<file path="src/rtl/clock_module_if.sv">
// Control inputs and clock outputs of clock_module, bundled for the module boundary.
// master drives the controls and observes the clock; slave is the clock generator.
interface clock_module_if #(
   parameter int DIV_WIDTH = 16
);
   logic [DIV_WIDTH-1:0] half_period;
   logic                 mode_manual;
   logic                 mode_auto;
   logic                 step_btn;
   logic                 halt;
   logic                 sys_clk;
   logic                 sys_clk_n;
   logic                 clk_rise;
   logic                 clk_fall;
   logic                 is_manual;
   logic                 halted;
   logic [15:0]          cycle_count;

   modport master (
      output half_period, mode_manual, mode_auto, step_btn, halt,
      input  sys_clk, sys_clk_n, clk_rise, clk_fall, is_manual, halted, cycle_count
   );

   modport slave (
      input  half_period, mode_manual, mode_auto, step_btn, halt,
      output sys_clk, sys_clk_n, clk_rise, clk_fall, is_manual, halted, cycle_count
   );
endinterface

</file>
<file path="src/rtl/clock_module.sv">
// SAP-U system clock generator: astable divider or debounced single-step, with sticky halt.
// Optional rising-edge counter on cycle_count is enabled by CLOCK_MODULE_CYCLE_COUNT_EN.
module clock_module #(
   parameter int DIV_WIDTH       = 16,
   parameter int DEBOUNCE_CYCLES = 1000,
   parameter int DEBOUNCE_WIDTH  = 10
) (
   input  logic          clk,
   input  logic          reset,
   clock_module_if.slave bus
);

   typedef enum logic [1:0] {
      ST_LOW    = 2'd0,
      ST_HIGH   = 2'd1,
      ST_HALTED = 2'd2
   } state_t;

   localparam logic [DEBOUNCE_WIDTH-1:0] DB_ZERO = {DEBOUNCE_WIDTH{1'b0}};
   localparam logic [DEBOUNCE_WIDTH-1:0] DB_ONE  = {{(DEBOUNCE_WIDTH-1){1'b0}}, 1'b1};
   localparam logic [DEBOUNCE_WIDTH-1:0] DB_LAST = DEBOUNCE_WIDTH'(DEBOUNCE_CYCLES - 1);
   localparam logic [DIV_WIDTH-1:0]      DIV_ZERO = {DIV_WIDTH{1'b0}};
   localparam logic [DIV_WIDTH-1:0]      DIV_ONE  = {{(DIV_WIDTH-1){1'b0}}, 1'b1};

   state_t                    r_state;
   state_t                    w_next_state;
   logic [DIV_WIDTH-1:0]      r_div_cnt;
   logic [DIV_WIDTH-1:0]      w_div_cnt_d;
   logic                      r_pending;
   logic                      w_pending_d;
   logic                      r_is_manual;
   logic                      w_is_manual_d;
   logic [DEBOUNCE_WIDTH-1:0] r_db_cnt;
   logic [DEBOUNCE_WIDTH-1:0] w_db_cnt_d;
   logic                      r_db_state;
   logic                      w_db_state_d;

   logic                      w_db_differ;
   logic                      w_db_toggle;
   logic                      w_db_rise;
   logic                      w_db_fall;
   logic                      w_mode_change;
   logic [DIV_WIDTH-1:0]      w_hp_eff;
   logic                      w_div_last;
   logic                      w_phase_end;

   logic                      w_sys_clk_d;
   logic                      w_rise_d;
   logic                      w_fall_d;
   logic                      w_halted_d;
   logic                      r_sys_clk;
   logic                      r_sys_clk_n;
   logic                      r_clk_rise;
   logic                      r_clk_fall;
   logic                      r_halted;

   // Pending-mode SR latch: both or neither request asserted holds the current value.
   always_comb begin
      w_pending_d = r_pending;
      case ({bus.mode_manual, bus.mode_auto})
         2'b10:   w_pending_d = 1'b1;
         2'b01:   w_pending_d = 1'b0;
         default: w_pending_d = r_pending;
      endcase
   end

   // The debounced level flips in the same cycle the state machine sees the step event.
   assign w_db_differ  = (bus.step_btn != r_db_state);
   assign w_db_toggle  = w_db_differ && (r_db_cnt == DB_LAST);
   assign w_db_rise    = w_db_toggle && !r_db_state;
   assign w_db_fall    = w_db_toggle && r_db_state;
   assign w_db_state_d = r_db_state ^ w_db_toggle;

   // Debounce counter runs only while the raw button disagrees with the debounced level.
   always_comb begin
      w_db_cnt_d = DB_ZERO;
      if (w_db_differ && !w_db_toggle) begin
         w_db_cnt_d = r_db_cnt + DB_ONE;
      end else begin
         w_db_cnt_d = DB_ZERO;
      end
   end

   assign w_mode_change = (r_state == ST_LOW) && (r_pending != r_is_manual);
   assign w_is_manual_d = (r_state == ST_LOW) ? r_pending : r_is_manual;
   assign w_hp_eff      = (bus.half_period == DIV_ZERO) ? DIV_ONE : bus.half_period;
   assign w_div_last    = (r_div_cnt == (w_hp_eff - DIV_ONE));
   assign w_phase_end   = r_is_manual ? ((r_state == ST_HIGH) ? w_db_fall : w_db_rise)
                                      : w_div_last;

   // Divider counter: frozen when halted, parked at zero in manual mode or on a mode switch.
   always_comb begin
      w_div_cnt_d = r_div_cnt;
      if (r_state == ST_HALTED) begin
         w_div_cnt_d = r_div_cnt;
      end else if (r_is_manual || w_mode_change || w_div_last) begin
         w_div_cnt_d = DIV_ZERO;
      end else begin
         w_div_cnt_d = r_div_cnt + DIV_ONE;
      end
   end

   // Next-state logic; halt beats a rising edge in LOW but lets a HIGH phase finish.
   always_comb begin
      w_next_state = r_state;
      case (r_state)
         ST_LOW: begin
            if (bus.halt) begin
               w_next_state = ST_HALTED;
            end else if (w_phase_end) begin
               w_next_state = ST_HIGH;
            end else begin
               w_next_state = ST_LOW;
            end
         end
         ST_HIGH: begin
            if (w_phase_end) begin
               w_next_state = bus.halt ? ST_HALTED : ST_LOW;
            end else begin
               w_next_state = ST_HIGH;
            end
         end
         ST_HALTED: w_next_state = ST_HALTED;
         default:   w_next_state = ST_LOW;
      endcase
   end

   // Output decode from the transition, so registered outputs line up with the new state.
   always_comb begin
      w_sys_clk_d = (w_next_state == ST_HIGH);
      w_rise_d    = (r_state == ST_LOW) && (w_next_state == ST_HIGH);
      w_fall_d    = (r_state == ST_HIGH) && (w_next_state != ST_HIGH);
      w_halted_d  = (w_next_state == ST_HALTED);
   end

   // State, mode, divider and debouncer registers.
   always_ff @(posedge clk) begin
      if (reset) begin
         r_state     <= ST_LOW;
         r_div_cnt   <= DIV_ZERO;
         r_pending   <= 1'b0;
         r_is_manual <= 1'b0;
         r_db_cnt    <= DB_ZERO;
         r_db_state  <= 1'b0;
      end else begin
         r_state     <= w_next_state;
         r_div_cnt   <= w_div_cnt_d;
         r_pending   <= w_pending_d;
         r_is_manual <= w_is_manual_d;
         r_db_cnt    <= w_db_cnt_d;
         r_db_state  <= w_db_state_d;
      end
   end

   // Registered clock outputs.
   always_ff @(posedge clk) begin
      if (reset) begin
         r_sys_clk   <= 1'b0;
         r_sys_clk_n <= 1'b1;
         r_clk_rise  <= 1'b0;
         r_clk_fall  <= 1'b0;
         r_halted    <= 1'b0;
      end else begin
         r_sys_clk   <= w_sys_clk_d;
         r_sys_clk_n <= !w_sys_clk_d;
         r_clk_rise  <= w_rise_d;
         r_clk_fall  <= w_fall_d;
         r_halted    <= w_halted_d;
      end
   end

   assign bus.sys_clk   = r_sys_clk;
   assign bus.sys_clk_n = r_sys_clk_n;
   assign bus.clk_rise  = r_clk_rise;
   assign bus.clk_fall  = r_clk_fall;
   assign bus.is_manual = r_is_manual;
   assign bus.halted    = r_halted;

`ifdef CLOCK_MODULE_CYCLE_COUNT_EN
   logic [15:0] r_cycle_count;

   // Counts rising edges, updating together with clk_rise; wraps naturally at 16 bits.
   always_ff @(posedge clk) begin
      if (reset) begin
         r_cycle_count <= 16'd0;
      end else if (w_rise_d) begin
         r_cycle_count <= r_cycle_count + 16'd1;
      end else begin
         r_cycle_count <= r_cycle_count;
      end
   end

   assign bus.cycle_count = r_cycle_count;
`else
   assign bus.cycle_count = 16'd0;
`endif

endmodule

</file>
<file path="src/flat_wrapper.sv">
// flat-port wrapper written by rule: the top's interface ports become plain ports
module clock_module_flat 
#(
   parameter int DIV_WIDTH       = 16,
   parameter int DEBOUNCE_CYCLES = 1000,
   parameter int DEBOUNCE_WIDTH  = 10
)
  (clk, reset, bus_half_period, bus_mode_manual, bus_mode_auto, bus_step_btn, bus_halt, bus_sys_clk, bus_sys_clk_n, bus_clk_rise, bus_clk_fall, bus_is_manual, bus_halted, bus_cycle_count);
  clock_module_if #(.DIV_WIDTH(DIV_WIDTH)) bus_i ();
  input  logic clk;
  input  logic reset;
  input wire logic [$bits(bus_i.half_period)-1:0] bus_half_period;
  input wire logic [$bits(bus_i.mode_manual)-1:0] bus_mode_manual;
  input wire logic [$bits(bus_i.mode_auto)-1:0] bus_mode_auto;
  input wire logic [$bits(bus_i.step_btn)-1:0] bus_step_btn;
  input wire logic [$bits(bus_i.halt)-1:0] bus_halt;
  output wire logic [$bits(bus_i.sys_clk)-1:0] bus_sys_clk;
  output wire logic [$bits(bus_i.sys_clk_n)-1:0] bus_sys_clk_n;
  output wire logic [$bits(bus_i.clk_rise)-1:0] bus_clk_rise;
  output wire logic [$bits(bus_i.clk_fall)-1:0] bus_clk_fall;
  output wire logic [$bits(bus_i.is_manual)-1:0] bus_is_manual;
  output wire logic [$bits(bus_i.halted)-1:0] bus_halted;
  output wire logic [$bits(bus_i.cycle_count)-1:0] bus_cycle_count;
  assign bus_i.half_period = bus_half_period;
  assign bus_i.mode_manual = bus_mode_manual;
  assign bus_i.mode_auto = bus_mode_auto;
  assign bus_i.step_btn = bus_step_btn;
  assign bus_i.halt = bus_halt;
  assign bus_sys_clk = bus_i.sys_clk;
  assign bus_sys_clk_n = bus_i.sys_clk_n;
  assign bus_clk_rise = bus_i.clk_rise;
  assign bus_clk_fall = bus_i.clk_fall;
  assign bus_is_manual = bus_i.is_manual;
  assign bus_halted = bus_i.halted;
  assign bus_cycle_count = bus_i.cycle_count;
  clock_module #(.DIV_WIDTH(DIV_WIDTH), .DEBOUNCE_CYCLES(DEBOUNCE_CYCLES), .DEBOUNCE_WIDTH(DEBOUNCE_WIDTH)) u_core (.clk(clk), .reset(reset), .bus(bus_i));
endmodule
</file>
<file path="config.mk">
export PLATFORM = sky130hd
export DESIGN_NAME = clock_module_flat
export DESIGN_NICKNAME = d
export VERILOG_FILES = /design/src/rtl/clock_module_if.sv /design/src/rtl/clock_module.sv /design/src/flat_wrapper.sv
export SDC_FILE = /design/constraint.sdc
export NUM_CORES = 1
export LEC_CHECK = 0
export BUFFER_PORTS_ARGS = -buffer_cell sky130_fd_sc_hd__buf_4
export CAP_MARGIN = 20
export CORE_MARGIN = 2
export CORE_UTILIZATION = 56
export CTS_BUF_LIST = sky130_fd_sc_hd__clkbuf_16
export CTS_CLUSTER_DIAMETER = 40
export DETAILED_ROUTE_END_ITERATION = 10
export PLACE_DENSITY = 0.76
export RECOVER_POWER = 25
export SLEW_MARGIN = 20
export SYNTH_ARGS = -nofsm -noshare
export SYNTH_HDL_FRONTEND = slang
export SYNTH_SLANG_ARGS = --single-unit
</file>
<file path="constraint.sdc">
create_clock -name clk -period 3.4 [get_ports clk]
set_clock_uncertainty 0.2 [all_clocks]
set_input_delay 0.17 -clock clk [delete_from_list [all_inputs] [get_ports clk]]
set_output_delay 0.17 -clock clk [all_outputs]
set_load 0.02 [all_outputs]
</file>
==> summary.txt, run 1 <==
Outcome
  • Status: complete, no violations

GRT
  • Initial antenna violation count: 0
  • Vias in the first global route: 1,887
  • Total GRT Usage: 0.238
  • Layer with the highest usage: met2
  • Total grt overflow: 0
  • M2 GR Usage: 0.401
  • First-pass GRT wire length: 8470 µm
  • Met3 Track Usage GR: 0.0422
  • M1 GR Usage: 0.310
  • Largest net degree at the start of global routing: 26

Hold path
  • Hold WC Path Type: primary input to flip-flop
  • Hold Crit Start: bus_step_btn

Yosys
  • Gate Count Post-Synth: 289
  • Number of synthesized flops with an enable pin: 0
  • Post-synth top area cell: dfxtp_1
  • Top FF cell, synth: dfxtp_1
  • Post-synthesis simple-gate area fraction: 0.263
  • #FFs+latches synth: 36
  • Adder-cell area share of the yosys netlist: 0.0212
  • Compound-Gate Fraction of Synth Area: 0.146
  • YS warnings: 0
  • Fraction of registers with async set/reset: 0
  • Largest cells by area after synthesis: dfxtp_1, xnor2_1, nor2_1
  • Synth Area in XOR/XNOR: 0.138
  • Synthesized cell area: 2360 µm²
  • Syn avg cell area: 8.15 µm²
  • Largest family of logic cells by synthesized area: simple AND/OR/NAND/NOR gates
  • Number of distinct library cells after synthesis: 50
  • Yosys top cell area share: 0.306
  • Sequential-to-total area share from yosys stat: 0.306
  • Multiplexer share of the synthesized area: 0.0324

Clocking
  • Clk slew on worst S/H paths: 0.05 ns
  • H-tree levels: 2
  • Setup bufs post-CTS: 0
  • Resize count post-CTS: 0
  • CTS Root Cell: clkbuf_16
  • Total CTS buffers: 5
  • # hold bufs at CTS: 0
  • CTS tree: done
  • Clock Latency Late Sink: 0.27 ns
  • Clock sink total: 36
  • Max clock buf depth: 2

Floorplan
  • IO Count: 44
  • Die width: 68.9 µm
  • Starting Density: 0.585
  • Die Footprint: 4740 µm²
  • Core Rows: 23
  • Core ar.: 4030 µm²
  • Die H: 68.9 µm

Critical path
  • Worst path most repeated cell: nor2_1
  • Delay-heaviest family, CP: simple AND/OR/NAND/NOR gates
  • CP endpoint kind: flip-flop
  • Data arrival time of the worst path: 3.08 ns
  • Worst path bufs/invs: 1
  • Max FO, Critical Path: 9
  • Setup Crit Path Kind: primary input to flip-flop
  • Worst setup SP type: primary input
  • Crit. Startpoint: bus_half_period[4]
  • R2r startpoint: u_core.r_div_cnt[9]
  • CP max stage delay: 0.53 ns
  • CP Data Required Time: 3.36 ns
  • CP Cell Sequence: buf_4 > nor2_1 > nand3_2 > nor2_1 > nor2_1 > ha_1 > or4b_1 > or3_1 > xnor2_1 > a21oi_1 > nand4_1 > o41a_1 > mux2_4
  • CP max stage cell: o41a_1

Timing
  • FMAX: 0.320 GHz
  • Setup Viol. Count Final: 0
  • Hold Worst Slack: 0.0213 ns
  • Period Utilization, post-route: 0.919
  • RSZ-0062 raised after global routing: false
  • Max Slew Vio Count: 0
  • Final hold vios: 0
  • Setup TNS: 0 ns
  • Period minus WS final: 3.12 ns

Final layout
  • Final net count: 348
  • Commonest non-fill, non-tap cell in the layout: nor2_1
  • Layout cell share with drive strength beyond 1: 0.139
  • P&R area growth vs syn: 15.2%
  • Multi-input gate area: 1480 µm²
  • FF+latch area: 721 µm²
  • Commonest non-fill, non-tap cells in the layout: nor2_1, dfxtp_1, buf_4
  • # diodes: 0
  • Fill cells: 389

Place
  • Post-DP HPWL: 3950 µm
  • Port bufs: 27
  • Final GP Congestion: 0.853

Route
  • Routed WL: 5180 µm
  • Drt first-iter violations: 156
  • DR vias/cell: 5.59
  • Routed length per placed instance: 13.9 µm
  • Vias: 2,084
  • Final ANT Viol Nets: 0
  • DRC: 0
  • Drt pass-1 iters: 4

Pwr
  • Final total power: 1010 µW
  • Leak Pwr: 0.000995 µW
  • Pwr Density: 371 nW/µm²
  • Maximum vdd drop: 0.000277 V

Run
  • Maxcap violations: 0
-- layout make-up --
class | instances | share of cell area
Multi-Input combinational cell | 227 | 0.544
Sequential cell | 36 | 0.266
Timing Repair Buffer | 38 | 0.0968
Clock buffer | 5 | 0.0461
Tap cell | 50 | 0.0231
Inverter | 14 | 0.0194
Clock inverter | 3 | 0.00553
-- power by group --
group | total [µW] | internal [µW] | switching [µW] | leakage, µW
Sequential | 439 | 429 | 9.88 | 0.000292
Clock | 425 | 266 | 160 | 0.0000687
Combinational | 143 | 54.6 | 88.0 | 0.000635
-- cell usage after synthesis, drive strengths merged, types with 2 or more instances --
cell    instances
xnor2          23
ha              4
buf            18
nand2b          4
nand4           9
or3             4
a211oi         13
a21oi          12
mux2i           5
nor2           37
inv            14
o21ai           5
o32ai           2
nand2          17
a31oi           2
mux2            2
o31a            2
nor4            9
nand3          10
o211ai          4
or4             4
xor2           14
dfxtp          36
clkbuf          9
and3            6
nor3            7
-- kinds of logic (layout without fill, tap and decap cells) --
group                    count (synthesis)  after routing
flip-flops                              36             36
AND/OR/NAND/NOR                        115            115
multiplexers                             7              7
XOR/XNOR                                37             37
other                                    1             16
AO/OA/AOI/OAI                           48             48
adder cells (fa/ha/maj)                  4              4
buffers and inverters                   41             60
-- flip-flops by register name, indices dropped and copies added, names as in the netlist, named ones only --
name,cells
u_core.bus.sys_clk,1
u_core.r_state,2
u_core.bus.halted,1
u_core.bus.sys_clk_n,1
u_core.r_div_cnt,16
u_core.r_pending,1
u_core.bus.clk_rise,1
u_core.bus.is_manual,1
u_core.bus.clk_fall,1
u_core.r_db_cnt,10
-- worst reg2reg max path, stage by stage (launching register included) --
cell and delay (ns):
dfxtp_1 0.44, xor2_1 0.24, a21oi_1 0.05, mux2_1 0.30, a2111oi_2 0.41, nand4_1 0.18
o41a_1 0.53, mux2_4 0.33
-- metal layers --
layer / wire (µm) / vias up / share of wire
met4: 63 / 0 / 0.012
met3: 275 / 6 / 0.053
met2: 2490 / 52 / 0.48
met1: 2350 / 961 / 0.45
li1: - / 1065 / -
met5: 0 / - / 0
-- worst paths after layout --
kind / end / slack [ns] / cells past startpoint
hold / removal: flip-flop / 0.02 / 3
setup reg to reg: u_core.bus.sys_clk_n / 0.61 / 7
setup / recovery: u_core.bus.sys_clk_n / 0.28 / 13
hold reg to reg: u_core.r_db_cnt[0] / 0.25 / 1
-- stage by stage --
stage / area (µm²) / utilization / std cells / worst slack (ns)
6_report: 2710 / 0.674 / 373 / 0.277
5_1_grt: 2710 / 0.674 / 373 / 0.0857
3_5_place_dp: 2600 / 0.644 / 365 / 0.0345
2_1_floorplan: 2410 / - / 304 / 0.225
4_1_cts: 2740 / 0.679 / 373 / 0.306
3_3_place_gp: 2600 / 0.644 / 365 / 0.121
Power figures use the tool's default switching activity.
==> inputs of run 2 (changes only) <==
--- a/config.mk
+++ b/config.mk
@@ -7,8 +7,10 @@
 export LEC_CHECK = 0
 export BUFFER_PORTS_ARGS = -buffer_cell sky130_fd_sc_hd__buf_4
 export CAP_MARGIN = 20
+export CELL_PAD_IN_SITES_DETAIL_PLACEMENT = 0
+export CELL_PAD_IN_SITES_GLOBAL_PLACEMENT = 1
 export CORE_MARGIN = 2
-export CORE_UTILIZATION = 56
+export CORE_UTILIZATION = 41
 export CTS_BUF_LIST = sky130_fd_sc_hd__clkbuf_16
 export CTS_CLUSTER_DIAMETER = 40
 export DETAILED_ROUTE_END_ITERATION = 10
==> summary.txt, run 2 (synthesized netlist as in run 1, its figures left out) <==
Route
  • Final ANT Viol Nets: 0 (unchanged)
  • Routed WL: 5330 µm (was 5180 µm)
  • Drt pass-1 iters: 6 (was 4)
  • Vias: 2,109 (was 2,084)
  • Routed length per placed instance: 13.4 µm (was 13.9 µm)
  • DRC: 0 (unchanged)
  • DR vias/cell: 5.30 (was 5.59)
  • Drt first-iter violations: 59 (was 156)

Place
  • Post-DP HPWL: 4100 µm (was 3950 µm)
  • Pre-CTS WS: 0.109 ns (was 0.0345 ns)
  • Post-DP Area: 2640 µm² (was 2600 µm²)
  • Final GP Congestion: 0.820 (was 0.853)
  • Port bufs: 27 (unchanged)

Final layout
  • Layout cell share with drive strength beyond 1: 0.144 (was 0.139)
  • Fin util: 0.503 (was 0.674)
  • P&R area growth vs syn: 18.4% (was 15.2%)
  • # diodes: 0 (unchanged)
  • Final net count: 351 (was 348)
  • Max reg flops: 16 (unchanged)
  • Fill cells: 549 (was 389)
  • Commonest non-fill, non-tap cell in the layout: nor2_1 (unchanged)
  • Top Registers: u_core.r_div_cnt: 16 flops, u_core.r_db_cnt: 10 flops, u_core.r_state: 2 flops (unchanged)
  • Fin area: 2790 µm² (was 2710 µm²)
  • Commonest non-fill, non-tap cells in the layout: nor2_1, dfxtp_1, buf_4 (unchanged)
  • Largest Register: u_core.r_div_cnt (unchanged)

Critical path
  • R2r setup slk: 0.65 ns (was 0.61 ns)
  • CP endpoint kind: flip-flop (unchanged)
  • Worst path most repeated cell: nor2_1 (unchanged)
  • Data arrival time of the worst path: 3.02 ns (was 3.08 ns)
  • Max FO, Critical Path: 8 (was 9)
  • Setup Crit Path Kind: primary input to flip-flop (unchanged)
  • CP Data Required Time: 3.39 ns (was 3.36 ns)
  • Worst setup SP type: primary input (unchanged)
  • CP max stage cell: o41a_1 (unchanged)
  • CP max stage delay: 0.54 ns (was 0.53 ns)
  • CP Cell Sequence: buf_4 > nor2_1 > nand3_2 > nor2_1 > nor2_1 > ha_1 > or4b_1 > or3_1 > xnor2_1 > a21oi_1 > nand4_1 > o41a_1 > buf_4 > mux2i_1 (was buf_4 > nor2_1 > nand3_2 > nor2_1 > nor2_1 > ha_1 > or4b_1 > or3_1 > xnor2_1 > a21oi_1 > nand4_1 > o41a_1 > mux2_4)

Clocking
  • Max clock buf depth: 2 (unchanged)
  • Setup bufs post-CTS: 0 (unchanged)
  • Resize count post-CTS: 0 (unchanged)
  • H-tree levels: 2 (unchanged)
  • Clock Latency Late Sink: 0.28 ns (was 0.27 ns)
  • Clock sink total: 36 (unchanged)
  • # hold bufs at CTS: 1 (was 0)
  • Clk slew on worst S/H paths: 0.05 ns (about the same)
  • CTS Root Cell: clkbuf_16 (unchanged)
  • CTS tree: done (unchanged)
  • Total CTS buffers: 5 (unchanged)

Floorplan
  • Die width: 79.8 µm (was 68.9 µm)
  • IO Count: 44 (unchanged)
  • Core ar.: 5540 µm² (was 4030 µm²)
  • Core Rows: 27 (was 23)
  • Die Footprint: 6370 µm² (was 4740 µm²)
  • Starting Density: 0.425 (was 0.585)
  • Die H: 79.8 µm (was 68.9 µm)

GRT
  • Largest net degree at the start of global routing: 26 (unchanged)
  • Initial antenna violation count: 0 (unchanged)
  • Total grt overflow: 0 (unchanged)
  • Total GRT Usage: 0.184 (was 0.238)
  • Vias in the first global route: 2,066 (was 1,887)
  • First-pass GRT wire length: 9200 µm (was 8470 µm)

Timing
  • Worst setup margin: 0.367 ns (was 0.277 ns)
  • Final hold vios: 0 (unchanged)
  • RSZ-0062 raised after global routing: false (unchanged)
  • Max Slew Vio Count: 0 (unchanged)
  • Period Utilization, post-route: 0.892 (was 0.919)
  • FMAX: 0.330 GHz (was 0.320 GHz)
  • Setup Viol. Count Final: 0 (unchanged)
  • Period minus WS final: 3.03 ns (was 3.12 ns)
  • Setup TNS: 0 ns (unchanged)

Pwr
  • Maximum vdd drop: 0.000362 V (was 0.000277 V)
  • Leak Pwr: 0.00102 µW (was 0.000995 µW)
  • Pwr Density: 389 nW/µm² (was 371 nW/µm²)

Outcome
  • Status: complete, no violations (unchanged)

Run
  • Maxcap violations: 0 (unchanged)

Hold path
  • Hold WC Path Type: primary input to flip-flop (unchanged)
-- run 2: cell types whose count changed in the layout (fill, tap and decap cells not counted) --
cell / change
inv_1: -1
buf_4: +2
bufinv_16: +1
dlygate4sd3_1: +1
clkinv_1: +1
clkinvlp_4: -1
-- run 2: metrics by stage --
| step | cells | power [µW] | hold WS, ns |
|---|---|---|---|
| 6_report | 398 | 1080 | 0.0226 |
| 3_3_place_gp | 389 | 593 | 0.228 |
| 4_1_cts | 398 | 1100 | 0.0165 |
| 5_1_grt | 398 | 1130 | 0.0334 |
| 2_1_floorplan | 304 | 546 | 0.0874 |
| 3_5_place_dp | 389 | 593 | 0.233 |
-- run 2: worst paths after layout --
kind,from,end,cells past startpoint
worst min register to register,u_core.r_db_cnt[0],u_core.r_db_cnt[0],1
worst max-delay path,bus_half_period[4],u_core.r_state[0],14
worst max register to register,u_core.r_div_cnt[9],u_core.r_state[0],8
worst min-delay path,bus_halt,u_core.bus.clk_rise,3
-- run 2: critical path, delay by kind of cell --
family | cells | cell delay (ns)
buffers and inverters | 2 | 0.31
adders and majority gates | 1 | 0.28
and+or+nand+nor | 7 | 1.29
AOI/OAI and AO/OA | 2 | 0.66
muxes | 1 | 0.17
xor gates and xnor gates | 1 | 0.14
-- run 2: where the power goes --
| group | internal, µW | total, µW | switching [µW] |
|---|---|---|---|
| Sequential | 430 | 439 | 9.37 |
| Clock | 340 | 501 | 160 |
| Combinational | 56.1 | 145 | 89.2 |
-- run 2: final cells by class --
type	instances	area, µm²	share of cell area
Timing Repair Buffer	41	288	0.103
Sequential cell	36	721	0.258
Multi-Input combinational cell	227	1480	0.529
Tap cell	72	90.1	0.0323
Clock buffer	5	125	0.0449
Inverter	14	52.6	0.0188
Clock inverter	3	37.5	0.0135
-- run 2: per-layer routing --
metal | global-route usage | share of wire | wire length [µm] | up-vias
met1 | 0.232 | 0.46 | 2430 | 962
met2 | 0.308 | 0.46 | 2460 | 65
met3 | 0.0328 | 0.059 | 313 | 10
li1 | - | - | - | 1072
met4 | 0.0763 | 0.025 | 131 | 0
met5 | 0 | 0 | 0 | -
==> inputs of run 3 (changes only) <==
--- a/config.mk
+++ b/config.mk
@@ -10,11 +10,11 @@
 export CELL_PAD_IN_SITES_DETAIL_PLACEMENT = 0
 export CELL_PAD_IN_SITES_GLOBAL_PLACEMENT = 1
 export CORE_MARGIN = 2
-export CORE_UTILIZATION = 41
-export CTS_BUF_LIST = sky130_fd_sc_hd__clkbuf_16
+export CORE_UTILIZATION = 42
+export CTS_BUF_LIST = sky130_fd_sc_hd__clkbuf_4 sky130_fd_sc_hd__clkbuf_8
 export CTS_CLUSTER_DIAMETER = 40
 export DETAILED_ROUTE_END_ITERATION = 10
-export PLACE_DENSITY = 0.76
+export PLACE_DENSITY = 0.77
 export RECOVER_POWER = 25
 export SLEW_MARGIN = 20
 export SYNTH_ARGS = -nofsm -noshare
==> summary.txt, run 3 (synthesized netlist as in run 1, its figures left out) <==
Outcome
  • Status: complete, no violations (unchanged)

Floorplan
  • Die H: 78.9 µm (was 79.8 µm)
  • Die Footprint: 6220 µm² (was 6370 µm²)
  • Starting Density: 0.430 (was 0.425)
  • Die width: 78.9 µm (was 79.8 µm)
  • Core ar.: 5470 µm² (was 5540 µm²)
  • IO Count: 44 (unchanged)
  • Core Rows: 27 (unchanged)

Final layout
  • P&R area growth vs syn: 14.9% (was 18.4%)
  • Top Registers: u_core.r_div_cnt: 16 flops, u_core.r_db_cnt: 10 flops, u_core.r_state: 2 flops (unchanged)
  • Commonest non-fill, non-tap cells in the layout: nor2_1, dfxtp_1, buf_4 (unchanged)
  • Final net count: 349 (was 351)
  • # diodes: 0 (unchanged)
  • Max reg flops: 16 (unchanged)
  • Largest Register: u_core.r_div_cnt (unchanged)
  • Commonest non-fill, non-tap cell in the layout: nor2_1 (unchanged)
  • Non-filler instance count after layout: 396 (was 398)
  • Layout cell share with drive strength beyond 1: 0.142 (was 0.144)

Route
  • Final ANT Viol Nets: 0 (unchanged)
  • Drt first-iter violations: 80 (was 59)
  • Routed WL: 5330 µm (about the same)
  • Routed length per placed instance: 13.5 µm (was 13.4 µm)
  • Vias: 2,080 (was 2,109)
  • Drt pass-1 iters: 4 (was 6)
  • DR vias/cell: 5.25 (was 5.30)
  • DRC: 0 (unchanged)

Clocking
  • CTS Root Cell: clkbuf_8 (was clkbuf_16)
  • CTS tree: done (unchanged)
  • Resize count post-CTS: 0 (unchanged)
  • H-tree levels: 2 (unchanged)
  • Clock Latency Late Sink: 0.29 ns (was 0.28 ns)
  • Setup bufs post-CTS: 0 (unchanged)
  • Clk slew on worst S/H paths: 0.08 ns (was 0.05 ns)
  • Clock sink total: 36 (unchanged)
  • # hold bufs at CTS: 2 (was 1)
  • Total CTS buffers: 5 (unchanged)
  • Max clock buf depth: 2 (unchanged)

Critical path
  • Setup Crit Path Kind: primary input to flip-flop (unchanged)
  • R2r startpoint: u_core.r_div_cnt[9] (unchanged)
  • R2R Path End: u_core.bus.sys_clk_n (was u_core.r_state[0])
  • Crit. Startpoint: bus_half_period[4] (unchanged)
  • CP endpoint kind: flip-flop (unchanged)
  • Data arrival time of the worst path: 3.02 ns (about the same)
  • R2r setup slk: 0.70 ns (was 0.65 ns)
  • Max FO, Critical Path: 10 (was 8)
  • CP Data Required Time: 3.39 ns (about the same)
  • Worst R2R Path Depth: 7 (was 8)
  • Worst setup SP type: primary input (unchanged)

Place
  • Final GP Congestion: 0.813 (was 0.820)
  • DP Cell Count: 386 (was 389)
  • Pre-CTS WS: 0.0598 ns (was 0.109 ns)
  • Port bufs: 27 (unchanged)
  • Post-DP HPWL: 4030 µm (was 4100 µm)

Run
  • Maxcap violations: 0 (unchanged)

Pwr
  • Sw frac: 0.284 (was 0.239)
  • Pwr Density: 334 nW/µm² (was 389 nW/µm²)
  • Switch Pwr: 257 µW (was 259 µW)
  • Share of power burned in the clock network: 0.356 (was 0.461)
  • Flop pwr share: 0.485 (was 0.405)
  • Final total power: 903 µW (was 1080 µW)
  • Internal: 646 µW (was 826 µW)
  • Maximum vdd drop: 0.000249 V (was 0.000362 V)
  • Leak Pwr: 0.000978 µW (was 0.00102 µW)
  • Comb pwr share: 0.159 (was 0.134)

Timing
  • Setup TNS: 0 ns (unchanged)
  • FMAX: 0.330 GHz (about the same)
  • Final hold vios: 0 (unchanged)
  • Period Utilization, post-route: 0.890 (was 0.892)
  • Setup Viol. Count Final: 0 (unchanged)
  • RSZ-0062 raised after global routing: false (unchanged)
  • Period minus WS final: 3.03 ns (about the same)
  • Max Slew Vio Count: 0 (unchanged)
  • Worst setup margin: 0.373 ns (was 0.367 ns)

GRT
  • Largest net degree at the start of global routing: 26 (unchanged)
  • Total GRT Usage: 0.181 (was 0.184)
  • Total grt overflow: 0 (unchanged)
  • First-pass GRT wire length: 8980 µm (was 9200 µm)
  • Initial antenna violation count: 0 (unchanged)
  • Vias in the first global route: 1,932 (was 2,066)

Hold path
  • Hold WC Path Type: primary input to flip-flop (unchanged)
  • Hold Crit Start: reset (was bus_halt)
  • Hold Crit Endpoint: u_core.r_pending (was u_core.bus.clk_rise)
  • WHS Path Cells: 2 (was 3)
run 3: cell count changes in the layout (fill, tap and decap cells not counted), sizes merged:
cell | previous run | this run
clkbuf | 11 | 13
dlygate4sd3 | 1 | 2
bufinv | 1 | 0
clkinv | 2 | 1
buf | 34 | 31
run 3: critical path: stages:
cell	delay, ns
buf_4	0.12
nor2_1	0.08
nand3_2	0.08
nor2_1	0.05
nor2_1	0.09
ha_1	0.32
or4b_1	0.49
or3_1	0.34
xnor2_1	0.14
a21oi_1	0.14
nand4_1	0.15
o41a_1	0.53
mux2_4	0.33
run 3: metrics by stage:
step / hold WS, ns / area, µm² / utilization
after floorplan: 0.0874 / 2410 / -
after global placement: 0.225 / 2620 / 0.478
after detailed placement: 0.234 / 2620 / 0.478
after CTS: 0.0148 / 2730 / 0.499
after global routing: 0.0572 / 2710 / 0.495
final: 0.0230 / 2710 / 0.495
run 3: area by class of cell:
class,count,area [µm²]
fillers,591,2770
multi-input cells,227,1480
flip-flops and latches,36,721
repair buffers,39,275
well taps,72,90.1
clock buffers,7,83.8
inverters,14,52.6
clock inverters,1,8.76
run 3: power by group through the flow:
stage | Clock, µW | Sequential (µW) | Combinational [µW]
2_1_floorplan | 0 | 446 | 101
3_3_place_gp | 0 | 448 | 141
3_5_place_dp | 0 | 448 | 142
4_1_cts | 336 | 438 | 145
5_1_grt | 353 | 439 | 159
6_report | 321 | 438 | 143
run 3: worst max path at each step:
stage / end / slack [ns]
5_1_grt: u_core.bus.sys_clk_n / 0.22
4_1_cts: u_core.bus.sys_clk_n / 0.38
3_3_place_gp: u_core.bus.sys_clk_n / 0.13
2_1_floorplan: u_core.bus.sys_clk_n / 0.22
3_5_place_dp: u_core.bus.sys_clk_n / 0.06
6_report: u_core.bus.sys_clk_n / 0.37
run 3: layer usage:
metal | global-route usage | part of all wire | up-vias
met5 | 0 | 0 | -
li1 | - | - | 1066
met2 | 0.299 | 0.48 | 44
met1 | 0.233 | 0.44 | 960
met4 | 0.0621 | 0.014 | 0
met3 | 0.0386 | 0.057 | 10
